File: src/rtl/writeback_regfile_if.sv
// Writeback / register-file bundle: issue, operand read ports, ALU writeback, EFLAGS.
// master = upstream pipeline (issue + ALU), slave = writeback_regfile.
`ifndef REG_W
`define REG_W 64
`endif
`ifndef BIT_MODE_W
`define BIT_MODE_W 2
`endif

interface writeback_regfile_if #(
  parameter int REG_ADDR_W = 4
);
  logic                   iss_valid;
  logic                   iss_ready;
  logic [REG_ADDR_W-1:0]  iss_dst;
  logic                   iss_dst_we;

  logic [REG_ADDR_W-1:0]  rs_addr;
  logic [REG_ADDR_W-1:0]  rt_addr;
  logic [`REG_W-1:0]      rs_data;
  logic [`REG_W-1:0]      rt_data;
  logic                   rs_busy;
  logic                   rt_busy;

  logic                   wb_valid;
  logic                   wb_ready;
  logic [REG_ADDR_W-1:0]  wb_dst;
  logic                   wb_we;
  logic [`REG_W-1:0]      wb_data;
  logic [`BIT_MODE_W-1:0] wb_bit_mode;
  logic                   wb_flags_we;
  logic [`REG_W-1:0]      wb_flags;
  logic [`REG_W-1:0]      eflags;

  modport master (
    output iss_valid, iss_dst, iss_dst_we,
    output rs_addr, rt_addr,
    output wb_valid, wb_dst, wb_we, wb_data,
    output wb_bit_mode, wb_flags_we, wb_flags,
    input  iss_ready,
    input  rs_data, rt_data, rs_busy, rt_busy,
    input  wb_ready, eflags
  );

  modport slave (
    input  iss_valid, iss_dst, iss_dst_we,
    input  rs_addr, rt_addr,
    input  wb_valid, wb_dst, wb_we, wb_data,
    input  wb_bit_mode, wb_flags_we, wb_flags,
    output iss_ready,
    output rs_data, rt_data, rs_busy, rt_busy,
    output wb_ready, eflags
  );
endinterface

File: src/rtl/writeback_regfile.sv
// Writeback stage: x86 partial-width GPR commit, EFLAGS, s/t read ports, busy scoreboard.
// Ports: clk, rstn (async low), bus (writeback_regfile_if.slave). Option: WB_BYPASS_EN.
`ifndef REG_W
`define REG_W 64
`endif
`ifndef BIT_MODE_W
`define BIT_MODE_W 2
`endif
`ifndef BIT_MODE_8
`define BIT_MODE_8 2'd0
`endif
`ifndef BIT_MODE_16
`define BIT_MODE_16 2'd1
`endif
`ifndef BIT_MODE_32
`define BIT_MODE_32 2'd2
`endif
`ifndef BIT_MODE_64
`define BIT_MODE_64 2'd3
`endif
`ifndef EFLAGS_CF
`define EFLAGS_CF 0
`endif
`ifndef EFLAGS_PF
`define EFLAGS_PF 2
`endif
`ifndef EFLAGS_ZF
`define EFLAGS_ZF 6
`endif
`ifndef EFLAGS_SF
`define EFLAGS_SF 7
`endif
`ifndef EFLAGS_OF
`define EFLAGS_OF 11
`endif

module writeback_regfile #(
  parameter int                NUM_REGS    = 16,
  parameter int                REG_ADDR_W  = $clog2(NUM_REGS),
  parameter logic [`REG_W-1:0] EFLAGS_INIT = `REG_W'(2)
) (
  input logic                clk,
  input logic                rstn,
  writeback_regfile_if.slave bus
);

  localparam logic [`REG_W-1:0] FLAG_MASK =
    (`REG_W'(1) << `EFLAGS_CF) |
    (`REG_W'(1) << `EFLAGS_PF) |
    (`REG_W'(1) << `EFLAGS_ZF) |
    (`REG_W'(1) << `EFLAGS_SF) |
    (`REG_W'(1) << `EFLAGS_OF);

  logic [`REG_W-1:0]   gpr [NUM_REGS];
  logic [NUM_REGS-1:0] busy_q;
  logic [NUM_REGS-1:0] busy_d;
  logic [`REG_W-1:0]   eflags_q;
  logic                run_q;

  logic                wb_acc;
  logic                iss_acc;
  logic                iss_rdy;
  logic [`REG_W-1:0]   wb_merged;
  logic                rs_hit;
  logic                rt_hit;

  // run_q doubles as the RUN/RESET state: low in reset,
  // high from the first edge after release.
  always_ff @(posedge clk or negedge rstn) begin
    if (!rstn) run_q <= 1'b0;
    else       run_q <= 1'b1;
  end

  assign wb_acc  = bus.wb_valid & run_q;
  assign iss_rdy = run_q &
                   (~busy_q[bus.iss_dst] | ~bus.iss_dst_we);
  assign iss_acc = bus.iss_valid & iss_rdy;

  // 32-bit writes zero-extend; 8/16-bit writes keep the
  // untouched upper part of the old register.
  always_comb begin
    wb_merged = bus.wb_data;
    unique case (1'b1)
      (bus.wb_bit_mode == `BIT_MODE_8):
        wb_merged = {gpr[bus.wb_dst][`REG_W-1:8],
                     bus.wb_data[7:0]};
      (bus.wb_bit_mode == `BIT_MODE_16):
        wb_merged = {gpr[bus.wb_dst][`REG_W-1:16],
                     bus.wb_data[15:0]};
      (bus.wb_bit_mode == `BIT_MODE_32):
        wb_merged = {{(`REG_W-32){1'b0}},
                     bus.wb_data[31:0]};
      (bus.wb_bit_mode == `BIT_MODE_64):
        wb_merged = bus.wb_data;
    endcase
  end

  always_ff @(posedge clk or negedge rstn) begin
    if (!rstn) begin
      for (int i = 0; i < NUM_REGS; i++)
        gpr[i] <= '0;
    end else if (wb_acc & bus.wb_we) begin
      gpr[bus.wb_dst] <= wb_merged;
    end
  end

  always_ff @(posedge clk or negedge rstn) begin
    if (!rstn) begin
      eflags_q <= EFLAGS_INIT;
    end else if (wb_acc & bus.wb_flags_we) begin
      eflags_q <= (eflags_q & ~FLAG_MASK) |
                  (bus.wb_flags & FLAG_MASK);
    end
  end

  // Set after clear: a same-edge issue to the register
  // being retired is the newer producer.
  always_comb begin
    busy_d = busy_q;
    if (wb_acc & bus.wb_we)
      busy_d[bus.wb_dst] = 1'b0;
    if (iss_acc & bus.iss_dst_we)
      busy_d[bus.iss_dst] = 1'b1;
  end

  always_ff @(posedge clk or negedge rstn) begin
    if (!rstn) busy_q <= '0;
    else       busy_q <= busy_d;
  end

`ifdef WB_BYPASS_EN
  assign rs_hit = wb_acc & bus.wb_we &
                  (bus.wb_dst == bus.rs_addr);
  assign rt_hit = wb_acc & bus.wb_we &
                  (bus.wb_dst == bus.rt_addr);
`else
  assign rs_hit = 1'b0;
  assign rt_hit = 1'b0;
`endif

  assign bus.rs_data = rs_hit ? wb_merged
                              : gpr[bus.rs_addr];
  assign bus.rt_data = rt_hit ? wb_merged
                              : gpr[bus.rt_addr];
  assign bus.rs_busy = ~rs_hit & busy_q[bus.rs_addr];
  assign bus.rt_busy = ~rt_hit & busy_q[bus.rt_addr];

  assign bus.iss_ready = iss_rdy;
  assign bus.wb_ready  = run_q;
  assign bus.eflags    = eflags_q;

endmodule

File: src/flat_wrapper.sv
// flat-port wrapper written by rule: the top's interface ports become plain ports
module writeback_regfile_flat 
#(
  parameter int                NUM_REGS    = 16,
  parameter int                REG_ADDR_W  = $clog2(NUM_REGS),
  parameter logic [`REG_W-1:0] EFLAGS_INIT = `REG_W'(2)
)
  (clk, rstn, bus_iss_valid, bus_iss_dst, bus_iss_dst_we, bus_rs_addr, bus_rt_addr, bus_wb_valid, bus_wb_dst, bus_wb_we, bus_wb_data, bus_wb_bit_mode, bus_wb_flags_we, bus_wb_flags, bus_iss_ready, bus_rs_data, bus_rt_data, bus_rs_busy, bus_rt_busy, bus_wb_ready, bus_eflags);
  writeback_regfile_if #(.REG_ADDR_W(REG_ADDR_W)) bus_i ();
  input logic clk;
  input logic rstn;
  input wire logic [$bits(bus_i.iss_valid)-1:0] bus_iss_valid;
  input wire logic [$bits(bus_i.iss_dst)-1:0] bus_iss_dst;
  input wire logic [$bits(bus_i.iss_dst_we)-1:0] bus_iss_dst_we;
  input wire logic [$bits(bus_i.rs_addr)-1:0] bus_rs_addr;
  input wire logic [$bits(bus_i.rt_addr)-1:0] bus_rt_addr;
  input wire logic [$bits(bus_i.wb_valid)-1:0] bus_wb_valid;
  input wire logic [$bits(bus_i.wb_dst)-1:0] bus_wb_dst;
  input wire logic [$bits(bus_i.wb_we)-1:0] bus_wb_we;
  input wire logic [$bits(bus_i.wb_data)-1:0] bus_wb_data;
  input wire logic [$bits(bus_i.wb_bit_mode)-1:0] bus_wb_bit_mode;
  input wire logic [$bits(bus_i.wb_flags_we)-1:0] bus_wb_flags_we;
  input wire logic [$bits(bus_i.wb_flags)-1:0] bus_wb_flags;
  output wire logic [$bits(bus_i.iss_ready)-1:0] bus_iss_ready;
  output wire logic [$bits(bus_i.rs_data)-1:0] bus_rs_data;
  output wire logic [$bits(bus_i.rt_data)-1:0] bus_rt_data;
  output wire logic [$bits(bus_i.rs_busy)-1:0] bus_rs_busy;
  output wire logic [$bits(bus_i.rt_busy)-1:0] bus_rt_busy;
  output wire logic [$bits(bus_i.wb_ready)-1:0] bus_wb_ready;
  output wire logic [$bits(bus_i.eflags)-1:0] bus_eflags;
  assign bus_i.iss_valid = bus_iss_valid;
  assign bus_i.iss_dst = bus_iss_dst;
  assign bus_i.iss_dst_we = bus_iss_dst_we;
  assign bus_i.rs_addr = bus_rs_addr;
  assign bus_i.rt_addr = bus_rt_addr;
  assign bus_i.wb_valid = bus_wb_valid;
  assign bus_i.wb_dst = bus_wb_dst;
  assign bus_i.wb_we = bus_wb_we;
  assign bus_i.wb_data = bus_wb_data;
  assign bus_i.wb_bit_mode = bus_wb_bit_mode;
  assign bus_i.wb_flags_we = bus_wb_flags_we;
  assign bus_i.wb_flags = bus_wb_flags;
  assign bus_iss_ready = bus_i.iss_ready;
  assign bus_rs_data = bus_i.rs_data;
  assign bus_rt_data = bus_i.rt_data;
  assign bus_rs_busy = bus_i.rs_busy;
  assign bus_rt_busy = bus_i.rt_busy;
  assign bus_wb_ready = bus_i.wb_ready;
  assign bus_eflags = bus_i.eflags;
  writeback_regfile #(.NUM_REGS(NUM_REGS), .REG_ADDR_W(REG_ADDR_W), .EFLAGS_INIT(EFLAGS_INIT)) u_core (.clk(clk), .rstn(rstn), .bus(bus_i));
endmodule
File: config.mk
export PLATFORM = sky130hd
export DESIGN_NAME = writeback_regfile_flat
export DESIGN_NICKNAME = d
export VERILOG_FILES = /design/src/rtl/writeback_regfile_if.sv /design/src/rtl/writeback_regfile.sv /design/src/flat_wrapper.sv
export SDC_FILE = /design/constraint.sdc
export NUM_CORES = 2
export LEC_CHECK = 0
export BUFFER_PORTS_ARGS = -buffer_cell sky130_fd_sc_hd__clkbuf_2
export CORE_MARGIN = 2
export CORE_UTILIZATION = 30
export DETAILED_ROUTE_END_ITERATION = 16
export GPL_TIMING_DRIVEN = 0
export HOLD_SLACK_MARGIN = 0.15
export PLACE_DENSITY = 0.53
export SLEW_MARGIN = 0
export SYNTH_ARGS = -nofsm -noshare
export SYNTH_HDL_FRONTEND = slang
export SYNTH_SLANG_ARGS = --single-unit
File: constraint.sdc
create_clock -name clk -period 3.8 [get_ports clk]
set_input_delay 0.76 -clock clk [delete_from_list [all_inputs] [get_ports clk]]
set_output_delay 0.76 -clock clk [all_outputs]
set_load 0.02 [all_outputs]
==> key figures <==
Floorplanning
  – Starting Density: 30.17%
  – CORE AREA: 0.2146 mm^2
  – # rows: 170
  – Die area: 0.2196 mm^2
  – Die Wd: 468.6 um
  – Num ports: 349
  – Die height: 468.6 um

Cells and area
  – Area Overhead vs Synth: 15.26%
  – Share of cells above drive strength 1: 26.97%
  – Most frequent cells in the layout: dfrtp_1, nor2_1, mux4_2, mux2i_1, nand2_1
  – Commonest non-fill, non-tap cell in the layout: dfrtp_1
  – Nets: 6,105
  – Fin util: 34.77%

STA
  – Final Critical Period: 3.842 ns
  – Slew HR: -4.678%
  – Total negative setup slack: -0.1329 ns
  – Final Hold Viols: 0
  – Slew Viols, Final: 22
  – Clk_skew: 0.05091 ns
  – Setup Viol. Count Final: 9
  – Worst Max-Slew Pin Slew: 1.570 ns
  – RSZ-0062 raised after global routing: true
  – Fin crit share: 101.1%
  – Setup WS post-layout: -0.04183 ns
  – Max Fclk: 0.2603 GHz

Setup path
  – WP data required: 3.04 ns
  – FF-to-FF setup slack: 0.41 ns
  – FF-to-FF End: u_core.gpr[914]
  – Slowest cell delay on critical path: 0.60 ns
  – Crit Path Class: primary input to output pin
  – Crit-path max FO: 11
  – Crit path launch type: primary input
  – Register-to-Register Path Depth: 5
  – Family with the most delay on the worst path: multiplexers
  – CP Buf/Inv Count: 4
  – Worst reg2reg path startpoint: u_core.bus.wb_ready
  – CP Cell Sequence: buf_6 -> buf_6 -> buf_4 -> mux4_2 -> mux4_2 -> clkbuf_2
  – Crit end category: output pin
  – Worst path arrival time: 3.08 ns
  – Worst path slowest cell: mux4_2

Routing
  – Drt drc: 0
  – Initial DRC Count: 7,263
  – ANT nets after route: 0
  – DR pass1 iterations: 7
  – Routed length per instance: 33.18 um
  – Via-to-Cell Ratio: 6.187
  – WL final: 295,300 um
  – DR vias: 55.06k

Power and ir drop
  – P per Cell Area: 504.7 mW/mm^2
  – Max rail drop VDD: 0.0003915 V
  – Power consumption: 37,660 uW
  – Leakage power: 0.03094 uW

Clocking
  – CTS tree: built
  – Setup bufs post-CTS: 0
  – Clock-pin slew on the worst setup and hold paths: 0.06 ns
  – Clk_lat worst skew: 0.81 ns
  – Clock tree buffer depth: 3
  – H-tree Lvls: 3
  – TritonCTS buffer count: 118
  – Sink Count: 1,046
  – Root Driver: clkbuf_16

Status
  – Status: finished with violations
  – Failing checks: max-capacitance violations, max-slew violations, negative setup slack

Synth
  – Area leader, netlist: dfrtp_1
  – Sequential-to-total area share from yosys stat: 40.43%
  – Post-synthesis instance total: 5,548
  – Yosys reg bits: 1,046
  – Post-synth EDFFs: 0
  – Async set-reset flop share out of synthesis: 100.0%
  – Top cell type's share of synthesized area: 40.43%
  – Synth warn: 0
  – Primary FF master, synth: dfrtp_1
  – Post-synth cell types: 64
  – Post-Syn Area: 0.06475 mm^2
  – Syn_area_per_cell: 11.67 um^2
  – Area contributors post-synth: dfrtp_1, mux4_2, mux2i_1, a31oi_1, nor2_1

Hold path
  – Hold Crit Start: bus_wb_flags[6]
  – Hold Path Cell Cnt: 2
  – Min-Delay Path Class: primary input to register
  – WHS Endpoint: u_core.bus.eflags[6]

Global route
  – Antenna violations before repair: 23
  – Largest net degree at the start of global routing: 111
  – Vias in the first global route: 53.51k
  – Grt total ovfl: 0
  – First-pass GRT wire length: 413,500 um
  – Gr usage total: 26.42%

Placement
  – Placer Congestion: 0.9311
  – Port buffer count: 212
  – Dpl hpwl: 209,000 um

Job
  – Max-cap violations: 2
-- registers in the layout, indices dropped and copies added (netlist names) --
name                 cells
u_core.bus.wb_ready      1
u_core.gpr            1024
u_core.bus.eflags        5
u_core.busy_q           16
-- per-layer routing --
layer / wire length (um) / global-route usage (%) / up-vias
li1: - / - / 21850
met3: 36770 / 8.923 / 803
met5: 55 / 0 / -
met1: 114200 / 34.89 / 28570
met4: 18330 / 14.70 / 8
met2: 125900 / 37.85 / 3829
-- Yosys cell counts, types with 10 or more instances --
master	n
dfrtp_1	1046
o22ai_1	51
a21oi_1	383
mux2i_1	652
nand3_1	12
o21ai_1	10
nand2_1	511
a22oi_1	32
mux4_2	676
nand2b_1	22
buf_1	30
o21ai_0	12
nor2_1	687
clkbuf_1	284
nor3_1	21
o21ai_2	11
buf_2	112
buf_6	34
nand3_2	33
a31oi_1	496
a221oi_1	19
o31ai_1	80
a21oi_2	26
buf_4	160
mux2_2	53
-- area by class of cell --
cell class              instances  area, um^2
fillers                     21330      140000
multi-input cells            3924       35270
flip-flops and latches       1046       26180
plain buffers                 633        3940
well taps                    2838        3551
clock buffers                 163        3393
repair buffers                226        1425
clock inverters                53       828.3
diodes                         13       32.53
inverters                       3       11.26
-- worst max-delay path by stage --
stage	start	end	slack, ns	depth (start not counted)
global placement	rstn	u_core.gpr[646]	-25.00	1
finish	bus_rt_addr[0]	bus_rt_data[29]	-0.04	6
CTS	bus_rs_addr[0]	bus_rs_data[29]	-0.003	6
floorplan	bus_rs_addr[1]	bus_rs_busy	0.57	5
detailed placement	bus_rs_addr[1]	bus_rs_data[63]	-1.89	6
global route	bus_rt_addr[0]	bus_rt_data[22]	0.001	6
-- where the power goes --
group	switching [uW]	leakage, uW	internal (uW)	total [uW]
clock	5310	0.00207	7520	12800
sequential	2020	0.0136	13100	15100
combinational	5140	0.0153	4560	9700
-- through the flow --
stage | area, um^2 | hold slack, ns | instances | setup WS [ns]
finish | 74630 | 0.2293 | 8899 | -0.04183
global route | 74610 | 0.2078 | 8891 | 0.001429
CTS | 74530 | 0.1846 | 8885 | -0.003190
detailed placement | 69890 | 0.4769 | 8667 | -1.887
global placement | 69580 | 0.4753 | 8656 | -25.00
floorplan | 64960 | 0.4575 | 5606 | 0.5707
-- kinds of logic (layout without fill, tap and decap cells) --
group	after synthesis	in the layout	share of synthesized area, %
flip-flops	1046	1046	40.43
multiplexers	1386	1386	34.72
other	2	73	0.01160
AO/OA/AOI/OAI	1140	1140	10.79
AND/OR/NAND/NOR	1338	1338	8.626
buffers and inverters	636	1078	5.432
-- timing repair --
action                     in CTS  in global routing
resized for setup             165                 17
setup endpoints to repair     130                 34
hold endpoints to repair       54                  0
hold buffers                    2                  0
(Power assumes the default switching activity.)
